===== src/rtl/isa_pkg.sv =====
// Shared ISA definitions for the fetch stage and its consumers.
// Holds widths, opcode constants, instruction field positions and a jmp predecode helper.
package isa_pkg;

    localparam int unsigned ADDR_W = 4;
    localparam int unsigned INST_W = 16;
    localparam int unsigned OPC_W  = 4;

    // Instruction field positions
    localparam int unsigned OPC_MSB = 15;
    localparam int unsigned OPC_LSB = 12;
    localparam int unsigned TGT_MSB = 11;
    localparam int unsigned TGT_LSB = 8;

    localparam logic [OPC_W-1:0] OPC_LOAD = 4'b0001;
    localparam logic [OPC_W-1:0] OPC_ADD  = 4'b0010;
    localparam logic [OPC_W-1:0] OPC_SUB  = 4'b0011;
    localparam logic [OPC_W-1:0] OPC_JMP  = 4'b1000;
    localparam logic [OPC_W-1:0] OPC_SUBI = 4'b1011;
    localparam logic [OPC_W-1:0] OPC_BR   = 4'b1100;
    localparam logic [OPC_W-1:0] OPC_MOV  = 4'b1110;
    localparam logic [OPC_W-1:0] OPC_OUT  = 4'b1111;

    // Decoded view of one instruction word
    typedef struct packed {
        logic [OPC_W-1:0] opcode;
        logic [3:0]       rd;
        logic [7:0]       imm;
    } inst_t;

    function automatic logic is_opc(input logic [OPC_W-1:0] opcode,
                                    input logic [OPC_W-1:0] match);
        return opcode == match;
    endfunction

endpackage


===== src/rtl/instruction_fetch_if.sv =====
// ROM and decode-handshake bundle between the fetch stage and its neighbours.
//   rom_addr  fetch -> ROM     address (combinational copy of pc)
//   rom_inst  ROM   -> fetch   instruction word for rom_addr
//   ir        fetch -> decode  latched instruction
//   ir_pc     fetch -> decode  address ir came from
//   ir_valid  fetch -> decode  ir holds an undelivered instruction
//   ir_ready  decode -> fetch  decode accepts ir this cycle
interface instruction_fetch_if
    import isa_pkg::*;
#(
    parameter int unsigned AW = ADDR_W,
    parameter int unsigned IW = INST_W
);
    logic [AW-1:0] rom_addr;
    logic [IW-1:0] rom_inst;
    logic [IW-1:0] ir;
    logic [AW-1:0] ir_pc;
    logic          ir_valid;
    logic          ir_ready;

    modport master (
        output rom_addr, ir, ir_pc, ir_valid,
        input  rom_inst, ir_ready
    );

    modport slave (
        input  rom_addr, ir, ir_pc, ir_valid,
        output rom_inst, ir_ready
    );
endinterface


===== src/rtl/instruction_fetch_pc_next.sv =====
// Next-PC selection: redirect target, predecoded jmp target, or sequential pc+1.
//   redirect/redirect_target  flush request from execute
//   pc                        current fetch PC
//   opcode/jmp_target         fields of the word being fetched
//   next_pc                   selected PC (mod 2^ADDR_W)
module pc_next
    import isa_pkg::*;
#(
    parameter int unsigned      ADDR_W  = isa_pkg::ADDR_W,
    parameter logic [OPC_W-1:0] OPC_JMP = isa_pkg::OPC_JMP
) (
    input  logic              redirect,
    input  logic [ADDR_W-1:0] redirect_target,
    input  logic [ADDR_W-1:0] pc,
    input  logic [OPC_W-1:0]  opcode,
    input  logic [ADDR_W-1:0] jmp_target,
    output logic [ADDR_W-1:0] next_pc
);

    always_comb begin
        next_pc = pc + ADDR_W'(1);
        if (redirect) begin
            next_pc = redirect_target;
        end else if (is_opc(opcode, OPC_JMP)) begin
            next_pc = jmp_target;
        end
    end

endmodule


===== src/rtl/instruction_fetch.sv =====
// Fetch stage: drives the ROM address, latches the word into ir and offers it to
// decode over valid/ready. Unconditional jmp is predecoded for zero-bubble redirect;
// execute may flush via redirect. halt blocks new fetches.
//   clk, rst                      clock, synchronous active-high reset
//   bus (master)                  ROM address/data and ir handshake
//   redirect, redirect_target     flush request and new PC
//   halt                          level, blocks new fetches
//   pc                            current fetch PC
module instruction_fetch
    import isa_pkg::*;
#(
    parameter int unsigned      ADDR_W   = isa_pkg::ADDR_W,
    parameter int unsigned      INST_W   = isa_pkg::INST_W,
    parameter logic [ADDR_W-1:0] RESET_PC = '0,
    parameter logic [OPC_W-1:0] OPC_JMP  = isa_pkg::OPC_JMP
) (
    input  logic                clk,
    input  logic                rst,
    instruction_fetch_if.master bus,
    input  logic                redirect,
    input  logic [ADDR_W-1:0]   redirect_target,
    input  logic                halt,
    output logic [ADDR_W-1:0]   pc
);

    typedef enum logic [1:0] {
        IDLE   = 2'd0,
        RUN    = 2'd1,
        HALTED = 2'd2
    } state_t;

    state_t            state;
    logic [INST_W-1:0] ir_q;
    logic [ADDR_W-1:0] ir_pc_q;
    logic              ir_valid_q;
    logic [ADDR_W-1:0] next_pc;
    logic              fetch_en;
    logic              deliver;

    assign bus.rom_addr = pc;
    assign bus.ir       = ir_q;
    assign bus.ir_pc    = ir_pc_q;
    assign bus.ir_valid = ir_valid_q;

    assign deliver  = ir_valid_q && bus.ir_ready;
    assign fetch_en = (state == RUN) && (!ir_valid_q || bus.ir_ready) && !halt;

    pc_next #(
        .ADDR_W (ADDR_W),
        .OPC_JMP(OPC_JMP)
    ) u_pc_next (
        .redirect       (redirect),
        .redirect_target(redirect_target),
        .pc             (pc),
        .opcode         (bus.rom_inst[OPC_MSB:OPC_LSB]),
        .jmp_target     (ADDR_W'(bus.rom_inst[TGT_MSB:TGT_LSB])),
        .next_pc        (next_pc)
    );

    // Fetch control and pipeline register
    always_ff @(posedge clk) begin
        if (rst) begin
            pc         <= RESET_PC;
            ir_q       <= '0;
            ir_pc_q    <= '0;
            ir_valid_q <= 1'b0;
            state      <= IDLE;
        end else if (redirect) begin
            // Flush wins over any handshake in flight; held ir is dropped
            pc         <= next_pc;
            ir_valid_q <= 1'b0;
            state      <= halt ? HALTED : RUN;
        end else begin
            case (state)
                IDLE: begin
                    state <= halt ? HALTED : RUN;
                end
                RUN: begin
                    if (fetch_en) begin
                        ir_q       <= bus.rom_inst;
                        ir_pc_q    <= pc;
                        ir_valid_q <= 1'b1;
                        pc         <= next_pc;
                    end else if (halt) begin
                        // Drain the held word, then park; a stalled word keeps us in RUN
                        if (deliver) begin
                            ir_valid_q <= 1'b0;
                        end
                        if (!ir_valid_q || bus.ir_ready) begin
                            state <= HALTED;
                        end
                    end
                end
                HALTED: begin
                    if (deliver) begin
                        ir_valid_q <= 1'b0;
                    end
                    if (!halt) begin
                        state <= RUN;
                    end
                end
                default: begin
                    state <= IDLE;
                end
            endcase
        end
    end

endmodule


===== src/flat_wrapper.sv =====
// flat-port wrapper written by rule: the top's interface ports become plain ports
module instruction_fetch_flat import isa_pkg::*;
#(
    parameter int unsigned      ADDR_W   = isa_pkg::ADDR_W,
    parameter int unsigned      INST_W   = isa_pkg::INST_W,
    parameter logic [ADDR_W-1:0] RESET_PC = '0,
    parameter logic [OPC_W-1:0] OPC_JMP  = isa_pkg::OPC_JMP
)
  (clk, rst, redirect, redirect_target, halt, pc, bus_rom_addr, bus_ir, bus_ir_pc, bus_ir_valid, bus_rom_inst, bus_ir_ready);
  instruction_fetch_if bus_i ();
  input  logic clk;
  input  logic rst;
  input  logic redirect;
  input  logic [ADDR_W-1:0] redirect_target;
  input  logic halt;
  output logic [ADDR_W-1:0] pc;
  output wire logic [$bits(bus_i.rom_addr)-1:0] bus_rom_addr;
  output wire logic [$bits(bus_i.ir)-1:0] bus_ir;
  output wire logic [$bits(bus_i.ir_pc)-1:0] bus_ir_pc;
  output wire logic [$bits(bus_i.ir_valid)-1:0] bus_ir_valid;
  input wire logic [$bits(bus_i.rom_inst)-1:0] bus_rom_inst;
  input wire logic [$bits(bus_i.ir_ready)-1:0] bus_ir_ready;
  assign bus_rom_addr = bus_i.rom_addr;
  assign bus_ir = bus_i.ir;
  assign bus_ir_pc = bus_i.ir_pc;
  assign bus_ir_valid = bus_i.ir_valid;
  assign bus_i.rom_inst = bus_rom_inst;
  assign bus_i.ir_ready = bus_ir_ready;
  instruction_fetch #(.ADDR_W(ADDR_W), .INST_W(INST_W), .RESET_PC(RESET_PC), .OPC_JMP(OPC_JMP)) u_core (.clk(clk), .rst(rst), .bus(bus_i), .redirect(redirect), .redirect_target(redirect_target), .halt(halt), .pc(pc));
endmodule

===== config.mk =====
export PLATFORM = sky130hd
export DESIGN_NAME = instruction_fetch_flat
export DESIGN_NICKNAME = d
export VERILOG_FILES = /design/src/rtl/isa_pkg.sv /design/src/rtl/instruction_fetch_if.sv /design/src/rtl/instruction_fetch_pc_next.sv /design/src/rtl/instruction_fetch.sv /design/src/flat_wrapper.sv
export SDC_FILE = /design/constraint.sdc
export NUM_CORES = 1
export LEC_CHECK = 0
export ABC_CLOCK_PERIOD_IN_PS = 1650
export BUFFER_PORTS_ARGS = -buffer_cell sky130_fd_sc_hd__buf_4
export CAP_MARGIN = 0
export CELL_PAD_IN_SITES_DETAIL_PLACEMENT = 1
export CELL_PAD_IN_SITES_GLOBAL_PLACEMENT = 2
export CORE_ASPECT_RATIO = 2
export CORE_MARGIN = 5
export CORE_UTILIZATION = 25
export DETAILED_ROUTE_END_ITERATION = 8
export GPL_ROUTABILITY_DRIVEN = 0
export PLACE_DENSITY = 0.87
export REMOVE_ABC_BUFFERS = 1
export SLEW_MARGIN = 25
export SYNTH_ARGS = -nofsm -noshare
export SYNTH_HDL_FRONTEND = slang
export SYNTH_HIERARCHICAL = 1
export SYNTH_SLANG_ARGS = --single-unit

===== constraint.sdc =====
create_clock -name clk -period 1.65 [get_ports clk]
set_input_delay 0.0825 -clock clk [delete_from_list [all_inputs] [get_ports clk]]
set_output_delay 0.0825 -clock clk [all_outputs]
set_load 0.03 [all_outputs]

* Word level (Yosys, flattened, before mapping)
Index checks and enable logic that the tools add are counted.
** Cells by class
- Add/subtract/negate cells :: 1
- Eq/ne operators :: 8
- Mux-type cells :: 16
- Bitwise gates (word level) :: 1
- Reductions and logical operators :: 15
** Operators with widths (count)
- 4-bit 2-to-1 mux :: 5
- 2-bit 2-to-1 mux :: 6
- 3-bit inequality test (second input constant) :: 4
- 2-bit case mux with 3 select lines :: 1
- 2-bit nonzero test :: 3
- 4-bit by 1-bit adder with 4-bit output (second input constant) :: 1
- 4-bit equality test (second input constant) :: 1
- 2-bit AND reduction :: 2
- 4-bit AND reduction :: 1
- 1-bit logical AND :: 3
- 1-bit 2-to-1 mux :: 3
- 3-bit by 2-bit inequality test with 1-bit output (second input constant) :: 1
- 3-bit AND reduction :: 1
- 2-bit by 1-bit equality test with 1-bit output (second input constant) :: 1
- 2-bit equality test (second input constant) :: 1
- 1-bit logical NOT :: 2
- 2-bit logical NOT :: 1
- 1-bit case mux with 2 select lines :: 1
- 2-bit OR reduction :: 1
- 1-bit logical OR :: 1
- 1-bit NOT :: 1
** Storage, ports and cells
- Flip-flop bits (word level) :: 27
- Bits of input ports :: 25
- Output and inout bits :: 29
- Logic and storage cells :: 46

* Depth between registers and ports, before layout
Gate-level depths: netlist of run 1.
- Depth in word-level cells :: 7
- Gate-level depth with buffers :: 6
- Depth with buffers taken out :: 6

* Cells and area by module
The synthesis of run 1 kept the hierarchy.
** Modules (own cells, without submodules)
- instruction_fetch :: instances 1, cells an instance 123, area an instance 1031.0 um2, seq. area each 540.5 um2
- pc_next :: instances 1, cells an instance 18, area an instance 145.1 um2, seq. area each 0.0 um2

* Worst setup path before layout of run 1
Ideal clock, no wire load.
- Kind :: reg2reg
- Start :: register u_core.ir_valid_q, in the netlist u_core/bus.ir_valid
- End :: register u_core.ir_q[0], in the netlist u_core/bus.ir[0]
- Library setup time :: 0.132 ns
- Data arrival time :: 1.329 ns
- Required time :: 1.518 ns
- Path slack :: 0.189 ns
- Stages on the path, launching flop included :: 6
- Path buffers :: 1
- Clock period less this slack :: 1.461 ns
- Cell sequence :: dfxtp_1 > nor2b_4 > or4_4 > buf_6 > nand2_1 > a21oi_1
** Between the ends
- Cells in the longest elaborated chain, start to end :: 5
** RTL lines
- start, declared :: RTL line instruction_fetch.sv:35 : logic ir_valid_q;
- start signal, assigned :: RTL line instruction_fetch.sv:66 : ir_valid_q <= 1'b0;
- start signal, assigned :: RTL line instruction_fetch.sv:71 : ir_valid_q <= 1'b0;
- start signal, assigned :: RTL line instruction_fetch.sv:82 : ir_valid_q <= 1'b1;
- 1-bit logical NOT :: RTL line instruction_fetch.sv:46 : assign fetch_en = (state == RUN) && (!ir_valid_q || bus.ir_ready) && !halt;
- 1-bit logical OR :: RTL line instruction_fetch.sv:46
- 1-bit logical AND (2 in series) :: RTL line instruction_fetch.sv:46
- 3-bit AND reduction (no source line)
- end signal, assigned :: RTL line instruction_fetch.sv:80 : ir_q <= bus.rom_inst;
- end, declared :: RTL line instruction_fetch.sv:33 : logic [INST_W-1:0] ir_q;
No other way between the ends.
A chain may end at the register's enable or synchronous reset.

* Worst setup path after layout of run 1
- Start :: register u_core.ir_valid_q, in the netlist u_core/bus.ir_valid
- End :: register u_core.ir_q[13], in the netlist u_core/bus.ir[13]
Same word-level chain as after synthesis.

==> run_results.csv, run 1 <==
group,metric,value,unit
sta,finClkSkew,0.007850,ns
placement,io_buffer_count,53,
grt,track_usage,10.89,%
sta,hold_viol_final,0,
setup_path,rr_startpoint,"u_core/bus.ir_valid",
final_layout,multi_input_area,560.5,um^2
drt,drt-initial-drc-count,13,
sta,layout_min_cycle_time,1.405,ns
logic_synthesis,syn-instance-count,141,
outcome,outcome,"finished clean",
drt,drc,0,
sta,worst_pin_slew,0.2923,ns
drt,wl_per_cell,13.30,um
floorplan,design.die.area,0.006260,mm^2
drt,vias,1105,
clock_tree,cts_root_buf,"clkbuf_8",
logic_synthesis,avgSynthCellArea,8.341,um^2
logic_synthesis,synthTopCellsByArea,"dfxtp_1, nand2_1, a21oi_1",
final_layout,final_cell_mix,"buf_4, nand2_1, dfxtp_1",
grt,grt_pass1_wl,5292,um
clock_tree,clkTransAtPathRegs,0.10,ns
clock_tree,htree_levels,1,
setup_path,cp-end-kind,"flip-flop",
pwr,p_leak,0.6898,nW
grt,overflow,0,
logic_synthesis,ys_seq_area_share,45.96,%
floorplan,io_pins,54,
floorplan,fp.dieW,58.50,um
sta,finalMaxSlewViolations,0,
clock_tree,cts_hold_buffers,0,
final_layout,final_cells,244,
sta,grt_setup_unrepaired,"false",
setup_path,path_cells,"nor2b_4 -> or4_4 -> nand2_1 -> a21oi_1",
clock_tree,cts_max_path_buffers,2,
grt,grt_pass1_vias,1144,
logic_synthesis,synth_compound_area_share,13.94,%
clock_tree,ctsResizeCount,0,
sta,worst_slack,0.2449,ns
placement,preCtsSetupSlack,0.2368,ns
drt,detail-route-antenna-nets,0,
final_layout,mostFrequentLayoutCell,"buf_4",
clock_tree,numCtsBuffers,3,
logic_synthesis,synth_top_area_share,45.96,%
hold_path,hold_path_class,"input port to flip-flop",
logic_synthesis,synth_xor_area_share,0.7447,%
final_layout,fillCellCount,590,
placement,place_inst,240,
pwr,power_density,785.0,mW/mm^2
floorplan,core-area,0.004598,mm^2
logic_synthesis,yosys.area.top_type,"dfxtp_1",
grt,antenna_found_initial,0,
final_layout,num_antenna_cells,0,
final_layout,ff_latch_area,540.5,um^2
pwr,peakVddDrop,0.4955,mV
logic_synthesis,synth_mux_area_share,6.915,%
clock_tree,cts_tree,"done",
drt,drt-vias-per-instance,4.529,
setup_path,cp_slowest_cell,"or4_4",
sta,max_freq,711.7,MHz
final_layout,area_growth,39.36,%
setup_path,slowest_delay,0.62,ns
setup_path,path_class,"flip-flop to flip-flop",
sta,finalSetupViolCount,0,
final_layout,final_layout_size_suffix_gt1_share,34.39,%
logic_synthesis,synth_top_family_by_area,"simple AND/OR/NAND/NOR gates",
clock_tree,post_cts_buffers,0,
final_layout,final_nets,216,
logic_synthesis,ys_warn_count,6,
run,maxCapViolations,0,
floorplan,fp.dieH,107,um
pwr,p_total,1.287,mW
grt,grt_max_degree,28,
placement,dp_hpwl,2548,um
setup_path,crit_required,1.81,ns
setup_path,startpoint_type,"flip-flop",
sta,slew-limit-headroom,80.52,%
floorplan,rows,35,
logic_synthesis,synth-simple-area-share,24.47,%
sta,tns,0,ns
logic_synthesis,synth-adder-area-share,1.064,%
setup_path,arrival,1.56,ns
drt,firstDrtPassIters,2,
logic_synthesis,syn_area,0.001176,mm^2
sta,finalCritPeriodShare,85.16,%
setup_path,worstPathMaxFanout,20,
hold_path,hp-start,"halt",
setup_path,crit_start,"u_core/bus.ir_valid",
drt,wirelength,3244,um
logic_synthesis,synth_seq_cells,27,
logic_synthesis,ys_types,28,
clock_tree,clock_latency,0.27,ns
sta,whs,0.02179,ns
floorplan,start_util,25.58,%
clock_tree,cts_sinks,27,
==> worst max-delay path, delay by kind of cell (launching register included) <==
family / cells / cell delay (ns)
compound gates: 1 / 0.07
simple gates: 3 / 0.89
flops: 1 / 0.34
==> stage by stage <==
step                utilization, %  instance area (um^2)
finish                       35.65                  1639
global route                 35.65                  1639
global placement             34.59                  1590
detailed placement           34.59                  1590
floorplan                        -                  1102
CTS                          35.65                  1639
==> cell usage after synthesis, drive strengths merged <==
| master | count |
|---|---|
| and3b | 1 |
| buf | 9 |
| nand2 | 46 |
| nor2b | 3 |
| a31o | 1 |
| nand4 | 1 |
| o31a | 1 |
| nor4 | 1 |
| nor3 | 1 |
| ha | 1 |
| dfxtp | 27 |
| inv | 2 |
| o31ai | 1 |
| a21oi | 23 |
| mux2 | 1 |
| nand2b | 2 |
| xor2 | 1 |
| a221oi | 1 |
| mux2i | 7 |
| o21ai | 3 |
| or4 | 1 |
| nor4b | 1 |
| nor2 | 4 |
| clkbuf | 2 |
==> kinds of logic after synthesis <==
logic type	count (synthesis)
adder cells (fa/ha/maj)	1
XOR/XNOR	1
flip-flops	27
multiplexers	8
buffers and inverters	13
AND/OR/NAND/NOR	61
AO/OA/AOI/OAI	30
==> per-layer routing <==
layer / vias to the layer above / part of all wire (%) / global-route usage [%]
met5: - / 0 / 0
met4: 0 / 1.7 / 4.975
met3: 2 / 3.4 / 0.7229
met2: 23 / 58 / 20.48
met1: 521 / 37 / 11.75
li1: 559 / - / -
==> power by group <==
group / internal (mW) / switching, mW
combinational: 0.0999 / 0.116
sequential: 0.670 / 0.0229
clock: 0.171 / 0.207
total: 0.941 / 0.346
==> flip-flops by register name, summed over array words and instances (netlist names) <==
name and flops:
u_core/bus.ir_pc 4, u_core/bus.rom_addr 4, u_core/bus.ir_valid 1, u_core/state 2, u_core/bus.ir 16
==> final cells by class <==
cell class / instances / share of cell area, %
Clock inverter: 1 / 0.4580
Sequential cell: 27 / 32.98
Multi-Input combinational cell: 101 / 34.20
Timing Repair Buffer: 55 / 25.19
Inverter: 2 / 0.4580
Tap cell: 55 / 4.198
Clock buffer: 3 / 2.519
==> final timing paths <==
kind	end	slack, ns	depth (start not counted)
setup reg to reg	u_core/bus.ir[13]	0.24	4
hold reg to reg	u_core/bus.ir[10]	0.46	2
hold / removal	u_core/state[0]	0.02	2
setup / recovery	u_core/bus.ir[13]	0.24	4
(Power assumes the default switching activity.)
==> inputs of run 2 (changes only) <==
--- a/config.mk
+++ b/config.mk
@@ -5,7 +5,7 @@
 export SDC_FILE = /design/constraint.sdc
 export NUM_CORES = 1
 export LEC_CHECK = 0
-export ABC_CLOCK_PERIOD_IN_PS = 1650
+export ABC_CLOCK_PERIOD_IN_PS = 1500
 export BUFFER_PORTS_ARGS = -buffer_cell sky130_fd_sc_hd__buf_4
 export CAP_MARGIN = 0
 export CELL_PAD_IN_SITES_DETAIL_PLACEMENT = 1
==> constraint.sdc (replaced) <==
create_clock -name clk -period 1.5 [get_ports clk]
set_input_delay 0.075 -clock clk [delete_from_list [all_inputs] [get_ports clk]]
set_output_delay 0.075 -clock clk [all_outputs]
set_load 0.03 [all_outputs]
==> run 2 against run 1 <==
  * Sequential share of layout area fell by 0.25 points
  * Critical endpoint is now u_core/bus.ir_pc[3]
  * Sequential power rose by 9.1%
  * Utilization rose by 0.27 points
  * First-iteration DRC count fell by 38%
  * Via count rose by 0.36%
  * Critical path depth did not move
  * Total power rose by 9.7%
  * Wire length fell by 0.83%
  * Non-clock buffer count rose by 2
  * Clock skew barely moved
  * Critical path type unchanged
  * Global-route usage barely moved
  * Combinational power rose by 15%
==> run_results.csv, run 2 (synthesized netlist as in run 1, its figures left out) <==
group,metric,value,unit
pwr,power_density,854.8,mW/mm^2
sta,finalCritPeriodShare,93.16,%
clock_tree,numCtsBuffers,3,
final_layout,final_layout_size_suffix_gt1_share,35.08,%
hold_path,hold_depth,2,
grt,overflow,0,
setup_path,r2r_slack,0.10,ns
sta,worst_pin_slew,0.2943,ns
hold_path,holdPathEnd,"u_core/state[0]",
sta,hold_viol_final,0,
sta,finalSetupViolCount,0,
grt,grt_max_degree,28,
drt,drc,0,
final_layout,largest_reg_flops,16,
sta,tns,0,ns
floorplan,start_util,25.58,%
grt,grt_pass1_vias,1143,
final_layout,multi_input_area,560.5,um^2
floorplan,design.die.area,0.006260,mm^2
clock_tree,cts_max_path_buffers,2,
clock_tree,cts_hold_buffers,0,
drt,firstDrtPassIters,3,
setup_path,r2r_end,"u_core/bus.ir_pc[3]",
grt,track_usage,10.88,%
floorplan,io_pins,54,
clock_tree,htree_levels,1,
sta,layout_min_cycle_time,1.397,ns
setup_path,path_class,"flip-flop to flip-flop",
sta,finClkSkew,0.008328,ns
hold_path,hold_path_class,"input port to flip-flop",
drt,wirelength,3217,um
setup_path,arrival,1.55,ns
clock_tree,post_cts_buffers,0,
sta,whs,0.01568,ns
floorplan,fp.dieH,107,um
floorplan,rows,35,
setup_path,rr_startpoint,"u_core/bus.ir_valid",
setup_path,cp-end-kind,"flip-flop",
run,maxCapViolations,0,
floorplan,fp.dieW,58.50,um
clock_tree,ctsResizeCount,0,
drt,detail-route-antenna-nets,0,
setup_path,worstPathMaxFanout,20,
sta,max_freq,715.6,MHz
setup_path,crit_required,1.65,ns
setup_path,rr_worst_depth,4,
final_layout,mostFrequentLayoutCell,"buf_4",
drt,drt-vias-per-instance,4.508,
outcome,outcome,"finished clean",
hold_path,hp-start,"halt",
final_layout,fillCellCount,576,
placement,dp_hpwl,2558,um
clock_tree,clock_latency,0.27,ns
final_layout,ff_latch_area,540.5,um^2
grt,grt_pass1_wl,5313,um
clock_tree,cts_root_buf,"clkbuf_8",
final_layout,num_antenna_cells,0,
clock_tree,clkTransAtPathRegs,0.09,ns
drt,vias,1109,
pwr,peakVddDrop,0.4061,mV
pwr,p_leak,0.7039,nW
sta,grt_setup_unrepaired,"false",
pwr,p_total,1.412,mW
sta,finalMaxSlewViolations,0,
final_layout,final_nets,218,
final_layout,area_growth,40.43,%
floorplan,core-area,0.004598,mm^2
grt,antenna_found_initial,0,
drt,wl_per_cell,13.08,um
drt,drt-initial-drc-count,8,
placement,io_buffer_count,53,
final_layout,final_cell_mix,"buf_4, nand2_1, dfxtp_1",
setup_path,startpoint_type,"flip-flop",
clock_tree,cts_sinks,27,
sta,slew-limit-headroom,80.38,%
clock_tree,cts_tree,"done",
-- run 2: cell types whose count changed in the layout (fill, tap and decap cells not counted) --
cell,previous run,this run
buf_4,55,57
clkinv_2,0,1
clkinvlp_4,1,0
-- run 2: cell type report --
type,instances,area share (%)
Multi-Input combinational cell,101,33.94
Sequential cell,27,32.73
Timing Repair Buffer,57,25.91
Tap cell,55,4.167
Clock buffer,3,2.500
Inverter,2,0.4545
Clock inverter,1,0.3030
-- run 2: routing by layer --
| layer | track usage (%) | vias to the layer above | share of wire [%] |
|---|---|---|---|
| li1 | - | 565 | - |
| met1 | 11.71 | 519 | 36 |
| met2 | 20.08 | 23 | 58 |
| met3 | 0.9639 | 2 | 4.1 |
| met4 | 5.473 | 0 | 1.6 |
| met5 | 0 | - | 0 |
-- run 2: report_power, final --
group | internal (mW) | switching [mW]
clock | 0.186 | 0.221
combinational | 0.115 | 0.134
sequential | 0.737 | 0.0197
-- run 2: worst max-delay path: stages (launching register included) --
cell,delay (ns)
dfxtp_1,0.34
nor2b_4,0.15
or4_4,0.61
nand2_1,0.11
a21oi_1,0.06
-- run 2: worst max-delay path by stage --
stage	endpoint	cells after the start	startpoint	slack [ns]
4_1_cts	u_core/bus.ir[15]	4	u_core/bus.ir_valid	0.09
3_3_place_gp	u_core/bus.ir[8]	4	u_core/bus.ir_valid	0.12
5_1_grt	u_core/bus.ir_pc[3]	4	u_core/bus.ir_valid	0.005
6_report	u_core/bus.ir_pc[3]	4	u_core/bus.ir_valid	0.10
3_5_place_dp	u_core/bus.ir[15]	4	u_core/bus.ir_valid	0.1
2_1_floorplan	u_core/bus.ir[0]	4	u_core/bus.ir_valid	-0.89
-- run 2: per-stage QoR --
stage               instance area (um^2)  utilization, %  std cells  setup slack (ns)
floorplan                           1102               -        130           -0.8890
global placement                    1605           34.91        242            0.1172
detailed placement                  1605           34.91        242           0.09617
CTS                                 1652           35.92        246           0.09015
global route                        1652           35.92        246          0.004903
finish                              1652           35.92        246            0.1025
